[config.mk]
export PLATFORM = sky130hd
export DESIGN_NAME = multi_cycle_ctrl
export DESIGN_NICKNAME = d
export VERILOG_FILES = /design/src/rtl/mcc_pkg.sv /design/src/rtl/mcc_decode.sv /design/src/rtl/multi_cycle_ctrl.sv
export SDC_FILE = /design/constraint.sdc
export NUM_CORES = 1
export LEC_CHECK = 0
export ABC_AREA = 1
export BUFFER_PORTS_ARGS = -buffer_cell sky130_fd_sc_hd__clkbuf_2
export CAP_MARGIN = 40
export CORE_MARGIN = 2
export CORE_UTILIZATION = 45
export DETAILED_ROUTE_END_ITERATION = 16
export GPL_TIMING_DRIVEN = 0
export PLACE_DENSITY_LB_ADDON = 0.08
export SLEW_MARGIN = 20
export SYNTH_ARGS = -nofsm -noshare
export SYNTH_HDL_FRONTEND = slang
export SYNTH_HIERARCHICAL = 1
export SYNTH_SLANG_ARGS = --single-unit
[constraint.sdc]
create_clock -name CLK -period 1.2 [get_ports CLK]
set_clock_uncertainty 0.05 [all_clocks]
set_input_delay 0.24 -clock CLK [delete_from_list [all_inputs] [get_ports CLK]]
set_output_delay 0.24 -clock CLK [all_outputs]
set_load 0.03 [all_outputs]
[src/rtl/mcc_pkg.sv]
// Shared encodings for the multi-cycle control unit: opcodes, FSM states,
// ALU operation codes (also consumed by the ALU) and the control bus.
package mcc_pkg;

  localparam int OPC_W   = 6;
  localparam int STATE_W = 3;

  localparam logic [OPC_W-1:0] OP_ADD   = 6'b000000;
  localparam logic [OPC_W-1:0] OP_SUB   = 6'b000001;
  localparam logic [OPC_W-1:0] OP_ADDIU = 6'b000010;
  localparam logic [OPC_W-1:0] OP_ANDI  = 6'b010000;
  localparam logic [OPC_W-1:0] OP_AND   = 6'b010001;
  localparam logic [OPC_W-1:0] OP_ORI   = 6'b010010;
  localparam logic [OPC_W-1:0] OP_OR    = 6'b010011;
  localparam logic [OPC_W-1:0] OP_SLL   = 6'b011000;
  localparam logic [OPC_W-1:0] OP_SLTI  = 6'b011100;
  localparam logic [OPC_W-1:0] OP_SW    = 6'b100110;
  localparam logic [OPC_W-1:0] OP_LW    = 6'b100111;
  localparam logic [OPC_W-1:0] OP_BEQ   = 6'b110100;
  localparam logic [OPC_W-1:0] OP_BNE   = 6'b110101;
  localparam logic [OPC_W-1:0] OP_BLTZ  = 6'b110110;
  localparam logic [OPC_W-1:0] OP_J     = 6'b111000;
  localparam logic [OPC_W-1:0] OP_JR    = 6'b111001;
  localparam logic [OPC_W-1:0] OP_JAL   = 6'b111010;
  localparam logic [OPC_W-1:0] OP_HALT  = 6'b111111;

  typedef enum logic [STATE_W-1:0] {
    S_IF     = 3'b000,
    S_ID     = 3'b001,
    S_EXE_LS = 3'b010,
    S_MEM    = 3'b011,
    S_WB_LD  = 3'b100,
    S_EXE_BR = 3'b101,
    S_EXE_AL = 3'b110,
    S_WB_AL  = 3'b111
  } state_t;

  typedef enum logic [2:0] {
    ALU_ADD  = 3'b000,
    ALU_SUB  = 3'b001,
    ALU_SLL  = 3'b010,
    ALU_OR   = 3'b011,
    ALU_AND  = 3'b100,
    ALU_SLTU = 3'b101,
    ALU_SLT  = 3'b110,
    ALU_XOR  = 3'b111
  } alu_op_t;

  typedef struct packed {
    logic       pc_wre;
    logic       ir_wre;
    logic       alu_src_a;
    logic       alu_src_b;
    alu_op_t    alu_op;
    logic       ext_sel;
    logic       m_rd;
    logic       m_wr;
    logic       reg_wre;
    logic [1:0] reg_dst;
    logic       wr_reg_d_src;
    logic       db_data_src;
    logic [1:0] pc_src;
  } ctrl_t;

  // Opcodes that legitimately write the register file at sWB_AL.
  function automatic logic is_alu_wr(input logic [OPC_W-1:0] op);
    case (op)
      OP_ADD, OP_SUB, OP_ADDIU, OP_ANDI, OP_AND,
      OP_ORI, OP_OR, OP_SLL, OP_SLTI: is_alu_wr = 1'b1;
      default:                        is_alu_wr = 1'b0;
    endcase
  endfunction

endpackage

[src/rtl/mcc_decode.sv]
// Combinational control decode: (state, opcode, zero, sign) -> control bus.
// Selects follow the opcode in every state; enables and PCSrc follow the state.
module mcc_decode
  import mcc_pkg::*;
(
  input  state_t           state,
  input  logic [OPC_W-1:0] opcode,
  input  logic             zero,
  input  logic             sign,
  output ctrl_t            ctl
);

  logic br_taken;

  assign br_taken = ((opcode == OP_BEQ)  &&  zero) ||
                    ((opcode == OP_BNE)  && !zero) ||
                    ((opcode == OP_BLTZ) &&  sign);

  always_comb begin
    ctl              = '0;
    ctl.alu_op       = ALU_ADD;
    ctl.wr_reg_d_src = 1'b1;

    case (opcode)
      OP_ADD:   ctl.reg_dst = 2'b10;
      OP_SUB:   begin ctl.alu_op = ALU_SUB; ctl.reg_dst = 2'b10; end
      OP_ADDIU: begin ctl.alu_src_b = 1'b1; ctl.ext_sel = 1'b1; ctl.reg_dst = 2'b01; end
      OP_ANDI:  begin ctl.alu_op = ALU_AND; ctl.alu_src_b = 1'b1; ctl.reg_dst = 2'b01; end
      OP_AND:   begin ctl.alu_op = ALU_AND; ctl.reg_dst = 2'b10; end
      OP_ORI:   begin ctl.alu_op = ALU_OR;  ctl.alu_src_b = 1'b1; ctl.reg_dst = 2'b01; end
      OP_OR:    begin ctl.alu_op = ALU_OR;  ctl.reg_dst = 2'b10; end
      OP_SLL:   begin ctl.alu_op = ALU_SLL; ctl.alu_src_a = 1'b1; ctl.reg_dst = 2'b10; end
      OP_SLTI:  begin
        ctl.alu_op    = ALU_SLT;
        ctl.alu_src_b = 1'b1;
        ctl.ext_sel   = 1'b1;
        ctl.reg_dst   = 2'b01;
      end
      OP_SW:    begin ctl.alu_src_b = 1'b1; ctl.ext_sel = 1'b1; end
      OP_LW:    begin
        ctl.alu_src_b   = 1'b1;
        ctl.ext_sel     = 1'b1;
        ctl.reg_dst     = 2'b01;
        ctl.db_data_src = 1'b1;
      end
      OP_BEQ, OP_BNE, OP_BLTZ: begin ctl.alu_op = ALU_SUB; ctl.ext_sel = 1'b1; end
      OP_JAL:   begin ctl.reg_dst = 2'b00; ctl.wr_reg_d_src = 1'b0; end
      default:  ;
    endcase

    case (state)
      S_IF: ctl.ir_wre = 1'b1;
      S_ID: begin
        case (opcode)
          OP_J:   begin ctl.pc_wre = 1'b1; ctl.pc_src = 2'b11; end
          OP_JR:  begin ctl.pc_wre = 1'b1; ctl.pc_src = 2'b10; end
          OP_JAL: begin ctl.pc_wre = 1'b1; ctl.pc_src = 2'b11; ctl.reg_wre = 1'b1; end
          default: ;
        endcase
      end
      S_EXE_BR: begin
        ctl.pc_wre = 1'b1;
        ctl.pc_src = br_taken ? 2'b01 : 2'b00;
      end
      S_MEM: begin
        ctl.m_rd   = (opcode == OP_LW);
        ctl.m_wr   = (opcode == OP_SW);
        ctl.pc_wre = (opcode == OP_SW);
      end
      S_WB_AL: begin
        ctl.pc_wre  = 1'b1;
        ctl.reg_wre = is_alu_wr(opcode);
      end
      S_WB_LD: begin ctl.pc_wre = 1'b1; ctl.reg_wre = 1'b1; end
      default: ;
    endcase
  end

endmodule

[src/rtl/multi_cycle_ctrl.sv]
// Multi-cycle MIPS-subset control unit: state/halt flops around mcc_decode.
// Define MCC_PERF_CNT_EN to add the cyc_cnt/inst_cnt performance counters.
module multi_cycle_ctrl
  import mcc_pkg::*;
#(
  parameter int OP_W = 6,
  parameter int ST_W = 3
) (
  input  logic            CLK,
  input  logic            RST,
  input  logic [OP_W-1:0] opcode,
  input  logic            zero,
  input  logic            sign,
  output logic            PCWre,
  output logic            IRWre,
  output logic            ALUSrcA,
  output logic            ALUSrcB,
  output logic [2:0]      ALUOp,
  output logic            ExtSel,
  output logic            mRD,
  output logic            mWR,
  output logic            RegWre,
  output logic [1:0]      RegDst,
  output logic            WrRegDSrc,
  output logic            DBDataSrc,
  output logic [1:0]      PCSrc,
  output logic [ST_W-1:0] state
`ifdef MCC_PERF_CNT_EN
  ,
  output logic [31:0]     cyc_cnt,
  output logic [31:0]     inst_cnt
`endif
);

  state_t           cur, nxt;
  logic             halted;
  logic [OPC_W-1:0] op;
  ctrl_t            dec, ctl;

  assign op = opcode;

  always_ff @(posedge CLK) begin
    if (RST) begin
      cur    <= S_IF;
      halted <= 1'b0;
    end else begin
      cur <= nxt;
      if (cur == S_ID && op == OP_HALT) halted <= 1'b1;
    end
  end

  // Halt parks the register in sIF; the halted flop is what freezes it.
  always_comb begin
    nxt = cur;
    if (!halted) begin
      case (cur)
        S_IF: nxt = S_ID;
        S_ID: begin
          case (op)
            OP_J, OP_JAL, OP_JR, OP_HALT: nxt = S_IF;
            OP_BEQ, OP_BNE, OP_BLTZ:      nxt = S_EXE_BR;
            OP_LW, OP_SW:                 nxt = S_EXE_LS;
            default:                      nxt = S_EXE_AL;
          endcase
        end
        S_EXE_AL: nxt = S_WB_AL;
        S_WB_AL:  nxt = S_IF;
        S_EXE_BR: nxt = S_IF;
        S_EXE_LS: nxt = S_MEM;
        S_MEM:    nxt = (op == OP_LW) ? S_WB_LD : S_IF;
        S_WB_LD:  nxt = S_IF;
      endcase
    end
  end

  mcc_decode u_decode (
    .state  (cur),
    .opcode (op),
    .zero   (zero),
    .sign   (sign),
    .ctl    (dec)
  );

  // Reset clears the whole bus so a mid-instruction RST leaves no partial write.
  always_comb begin
    ctl = dec;
    if (halted) begin
      ctl.pc_wre  = 1'b0;
      ctl.ir_wre  = 1'b0;
      ctl.reg_wre = 1'b0;
      ctl.m_rd    = 1'b0;
      ctl.m_wr    = 1'b0;
    end
    if (RST) ctl = '0;
  end

  assign PCWre     = ctl.pc_wre;
  assign IRWre     = ctl.ir_wre;
  assign ALUSrcA   = ctl.alu_src_a;
  assign ALUSrcB   = ctl.alu_src_b;
  assign ALUOp     = ctl.alu_op;
  assign ExtSel    = ctl.ext_sel;
  assign mRD       = ctl.m_rd;
  assign mWR       = ctl.m_wr;
  assign RegWre    = ctl.reg_wre;
  assign RegDst    = ctl.reg_dst;
  assign WrRegDSrc = ctl.wr_reg_d_src;
  assign DBDataSrc = ctl.db_data_src;
  assign PCSrc     = ctl.pc_src;
  assign state     = RST ? S_IF : cur;

`ifdef MCC_PERF_CNT_EN
  always_ff @(posedge CLK) begin
    if (RST) begin
      cyc_cnt  <= '0;
      inst_cnt <= '0;
    end else begin
      if (!halted)    cyc_cnt  <= cyc_cnt + 32'd1;
      if (ctl.pc_wre) inst_cnt <= inst_cnt + 32'd1;
    end
  end
`endif

endmodule

; ---- Word-level counts from Yosys, hierarchy flattened
; Memories as Yosys holds them, arrays and structs flattened.
; Index checks and enable logic that the tools add are counted.
[totals]
regBits = 4
mem_bits_ro = 32
inputBits = 10
out_inout_bits = 20
memories = 1
[op_classes]
n_eq_ne = 24
mux = 24
n_reduce_logical = 22
[mem_list]
columns = memory, words, word_bits, rd, rd_ports_with_merged_regs, wr, line
row1 = (name not given), 32, 1, 1, 0, 0, mcc_pkg.sv:67  ; case (op)
[op_table]
columns = operator, count
row1 = $eq A6 B6 Y1 const B, 9
row2 = $eq A6 B5 Y1 const B, 6
row3 = $pmux W3 S6, 1
row4 = $mux W17, 1
row5 = $pmux W3 S5, 1
row6 = $eq A3 B3 Y1 const B, 4
row7 = $pmux W2 S2, 3
row8 = $mux W1, 10
row9 = $reduce_or A5 Y1, 2
row10 = $mux W3, 3
row11 = $pmux W3 S3, 1
row12 = $reduce_or A3 Y1, 3
row13 = $reduce_or A2 Y1, 4
row14 = $reduce_or A4 Y1, 2
row15 = $reduce_or A7 Y1, 1
row16 = $eq A3 B2 Y1 const B, 2
row17 = $eq A6 B1 Y1 const B, 1
row18 = $eq A6 B2 Y1 const B, 1
row19 = $logic_not A6 Y1, 1
row20 = $pmux W1 S3, 2
row21 = $reduce_or A6 Y1, 1
row22 = $logic_and A1 B1 Y1, 4
row23 = $mux W2, 2
row24 = $eq A3 B1 Y1 const B, 1
row25 = 3 further kinds, 4

; ---- Logic depth before layout (Yosys ltp)
[logic_depth]
ltp_word = 7
mapped_depth = 9
depth_no_buf = 9

; ---- Modules after synthesis
; Netlist, hierarchy kept.
[modules_own_cells]
columns = module, n_inst, cells_per_inst, area_per_inst_um2
row1 = multi_cycle_ctrl, 1, 92, 465.4
row2 = mcc_decode, 1, 88, 421.7

; ---- Worst setup path before layout
; No wires, ideal clock.
[synth_timing]
path_type = flip-flop to output port
startpoint = register cur[1]
endpoint = output port PCWre
t_arrival_ns = 1.400
slack_ns = -0.490
path_stages_with_launch = 7
n_path_buf = 0
cell_sequence = dfxtp_1 -> inv_1 -> nor3_1 -> nand2_2 -> nand3_2 -> nand2_1 -> nor2_1
[synth_rtl]
columns = item, line
row1 = start: declaration, multi_cycle_ctrl.sv:35  ; state_t cur, nxt;
row2 = start signal: assignment, multi_cycle_ctrl.sv:47  ; cur <= nxt;
row3 = end: declaration, multi_cycle_ctrl.sv:14  ; output logic PCWre,

==> flow_results.org <==
** Global route
- The total overflow left after global routing is 0.
- For this run, global-route usage on met1 was measured as 0.291.
- In the global route stage, met3 resource usage came out at 0.0401.
- Initial antenna violation count :: 0
- Entering global routing, the biggest net connects 11 pins.
- Busiest layer in global routing :: met2
- The number of global-route vias before repair was 1174.
- The first global-routing pass estimated 4.89 mm of wire.
- Global Route Usage Sum :: 0.255
- Fraction of met2 tracks used by global routing :: 0.495

** Status
- Violations in the final reports :: negative setup slack
- The run finished, with violations left.

** Die
- 30 I/O pins were placed.
- The die covers 2340 um^2.
- Starting density of the core :: 0.466
- Site Rows :: 16
- The die is 48.4 um tall.
- Core ar. :: 1900 um^2
- Die Width :: 48.4 um

** Critical path
- End of the critical path :: mRD
- STA puts the critical path data arrival time at 1.45 ns.
- The critical path contains buffers and inverters numbering 3 combined.
- The startpoint identified for the worst register-to-register timing path is cur[2].
- Cell depth of the worst setup path :: 7
- In this run the critical register-to-register path is captured at cur[2].
- The largest single stage delay on the critical path is 0.39 ns.
- Critical-path top delay cell :: sky130_fd_sc_hd__dfxtp_4
- In this run the worst path has a maximum fanout of 6.
- WP data required :: 0.91 ns
- Largest delay share family, worst path :: simple AND/OR/NAND/NOR gates
- The worst setup path is captured at a primary output.
- Internal reg-to-reg setup slack :: -0.11 ns
- List of cells traversed by the critical path :: inv_2 > nor3_4 > inv_1 > nor2_1 > nand2_1 > nor2_4 > buf_8
- Reg2reg path depth :: 8
- STA classifies the critical path startpoint as a flip-flop.
- Kind of critical path :: reg2out
- Critical path origin :: cur[0]

** Pwr
- Max rail drop VDD :: 1.21 mV
- P_leak :: 0.823 nW
- Dividing total power by cell area gives a power density of 740 nW/um^2.

** Synthesis
- Top cells by area, synth :: sky130_fd_sc_hd__nor2_1, sky130_fd_sc_hd__inv_1, sky130_fd_sc_hd__nand2_1
- Flops & latches, synth :: 4
- After synthesis, the mean cell area works out to 4.93 um^2.
- Cell count after synthesis :: 180
- Leading post-synthesis cells by instance count :: sky130_fd_sc_hd__nor2_1, sky130_fd_sc_hd__inv_1, sky130_fd_sc_hd__nand2_1
- Yosys mapped the design onto 21 distinct sky130hd cell types.
- Async set-or-reset flop fraction in the synthesized netlist :: 0
- In this run the cell area of the synthesized design comes to 887 um^2.
- Among all cell types in the netlist, the one instantiated most often is sky130_fd_sc_hd__nor2_1.
- The Yosys step of the flow raised 6 warnings.
- The most used flip-flop cell after synthesis is sky130_fd_sc_hd__dfxtp_1.
- Of the synthesized area, sequential elements account for 0.0903.
- Of the post-synthesis cell area, the dominant cell type holds 0.165.
- Counting flops with a built-in enable in the synthesized netlist gives 0.
- When the netlist entered floorplanning its net count stood at 190.
- The synthesized design spends more area on one cell type than any other, namely sky130_fd_sc_hd__nor2_1.

** Placed design
- Routability-driven placement finished with a final weighted congestion of 0.840.
- Placed wire-length estimate after detailed placement :: 1.88 mm
- Port Buf Inserts :: 29

** Clock network
- Depth of the CTS H-tree :: 1
- Clock Root Buffer :: sky130_fd_sc_hd__clkbuf_4
- In this run, CTS created clock tree buffers numbering 3.
- TritonCTS built the clock tree.
- Register clock-pin slew on the reported worst setup and hold paths :: 0.05 ns
- The clock reaches the later pin of the worst-skew pair after 0.25 ns.
- Worst-case clock buffer depth :: 2
- Clock Sinks :: 4
- Count of hold buffers inserted by post-cts repair :: 0

** Route
- Pre-antenna DRT Iters :: 4
- Violation count after the first detailed-routing iteration :: 66
- After detailed routing, the average wire length per cell comes to 16.7 um.
- Ratio of routed vias to standard cells :: 5.75
- The count of nets left with antenna violations once routing finished came out at 0.
- Across all layers, the routed design uses 1427 vias.
- DRC violation count after routing :: 0
- Summed over all layers, the routed wires come to 4.14 mm.

** Job
- Max_cap viols :: 0

** Layout
- Ant diodes :: 0
- Compared with the post-synthesis result, the final layout area differs by 95.5%.
- Layout cell share with drive strength beyond 1 :: 0.624
- Post-route core utilization :: 0.912
- After filler insertion, the fill cell instance count of the layout stands at 87.
- Final-stage net count :: 232

** STA
- Setup repair after global routing could not meet its margin everywhere.
- Headroom to the max-slew limit :: 0.785
- In the post-route analysis, the smallest setup slack over all paths is -0.544 ns.
- Hold is met by 0.299 ns.
- The final hold violation count was 0.
- Max Slew Vio Count :: 0
- Dividing the final minimum period by the clock period gives 1.45.
- Setup violations remaining at the end of the flow were counted as 23.
- Measured slew at the worst slew-check pin :: 0.319 ns
- Post-layout min period :: 1.74 ns
- Static timing analysis puts the maximum clock frequency at 573 MHz.

** Worst hold path
- Class of the most critical hold timing path :: in2reg
power by group:
group	switching, W	internal (W)	leakage, nW	total (W)
combinational	0.000530	0.000345	0.774	0.000875
clock	0.0000677	0.000125	0.0150	0.000193
sequential	0.0000481	0.000168	0.0348	0.000216
total	0.000646	0.000638	0.823	0.00128
per-layer routing:
| metal | wire [um] | share of wire | vias up |
|---|---|---|---|
| li1 | - | - | 636 |
| met1 | 1450 | 0.35 | 637 |
| met2 | 2100 | 0.51 | 116 |
| met3 | 345 | 0.083 | 38 |
| met4 | 233 | 0.056 | 0 |
| met5 | 0 | 0 | - |
repair_timing:
action / 4_1_cts / 5_1_grt
setup buffers: 3 / 5
gates resized for setup: 78 / 58
pin swaps: 12 / 18
endpoints found under the setup margin: 20 / 23
flip-flops by register name, indices dropped and copies added, names as in the netlist:
| signal | count |
|---|---|
| halted | 1 |
| cur | 3 |
cell usage in the layout, fill, tap and decap left out, types with 5 or more instances in the layout:
master	count
sky130_fd_sc_hd__nor2_4	20
sky130_fd_sc_hd__nand3_2	10
sky130_fd_sc_hd__nand2_1	29
sky130_fd_sc_hd__nor2_2	10
sky130_fd_sc_hd__nand2_2	13
sky130_fd_sc_hd__inv_2	20
sky130_fd_sc_hd__buf_4	8
sky130_fd_sc_hd__buf_8	10
sky130_fd_sc_hd__clkbuf_4	5
sky130_fd_sc_hd__clkbuf_8	7
sky130_fd_sc_hd__nor2_1	14
sky130_fd_sc_hd__nand3_1	12
sky130_fd_sc_hd__inv_1	17
through the flow:
step	std cells	worst slack [ns]	TNS, ns	total power (W)	area (um^2)
floorplan	180	-0.120	-0.620	0.000640	1040
global route	248	-0.594	-8.30	0.00136	1730
detailed placement	236	-0.503	-6.39	0.000769	1220
global placement	236	-0.503	-6.18	0.000756	1220
CTS	243	-0.396	-5.65	0.00111	1550
finish	248	-0.544	-6.95	0.00128	1730
area by class of cell:
type                            instances  area, um^2  area share
Multi-Input combinational cell        130         901       0.519
Timing Repair Buffer                   37         472       0.272
Inverter                               44         195       0.113
Sequential cell                         4        91.3      0.0527
Tap cell                               27        33.8      0.0195
Clock buffer                            4        26.3      0.0152
Buffer                                  2        15.0     0.00866
cells by family (layout without fill, tap and decap cells):
logic type | count (synthesis) | in the layout | synth area share
AND/OR/NAND/NOR | 118 | 118 | 0.626
buffers and inverters | 46 | 87 | 0.200
flip-flops | 4 | 4 | 0.0903
AO/OA/AOI/OAI | 12 | 12 | 0.0832
how the worst min path moves through the flow:
stage / cells past startpoint / to / from
final: 4 / cur[2] / RST
after detailed placement: 2 / cur[2] / halted
after global routing: 4 / cur[0] / RST
after floorplan: 3 / cur[2] / RST
after global placement: 2 / cur[2] / halted
after CTS: 4 / cur[0] / RST
tightest hold or removal path, stage by stage:
cell and delay, ns:
sky130_fd_sc_hd__clkbuf_2 0.14, sky130_fd_sc_hd__nor2_2 0.07, sky130_fd_sc_hd__nand2_1 0.05, sky130_fd_sc_hd__nand2_1 0.05
No activity file was read; power rests on OpenSTA's default activity.
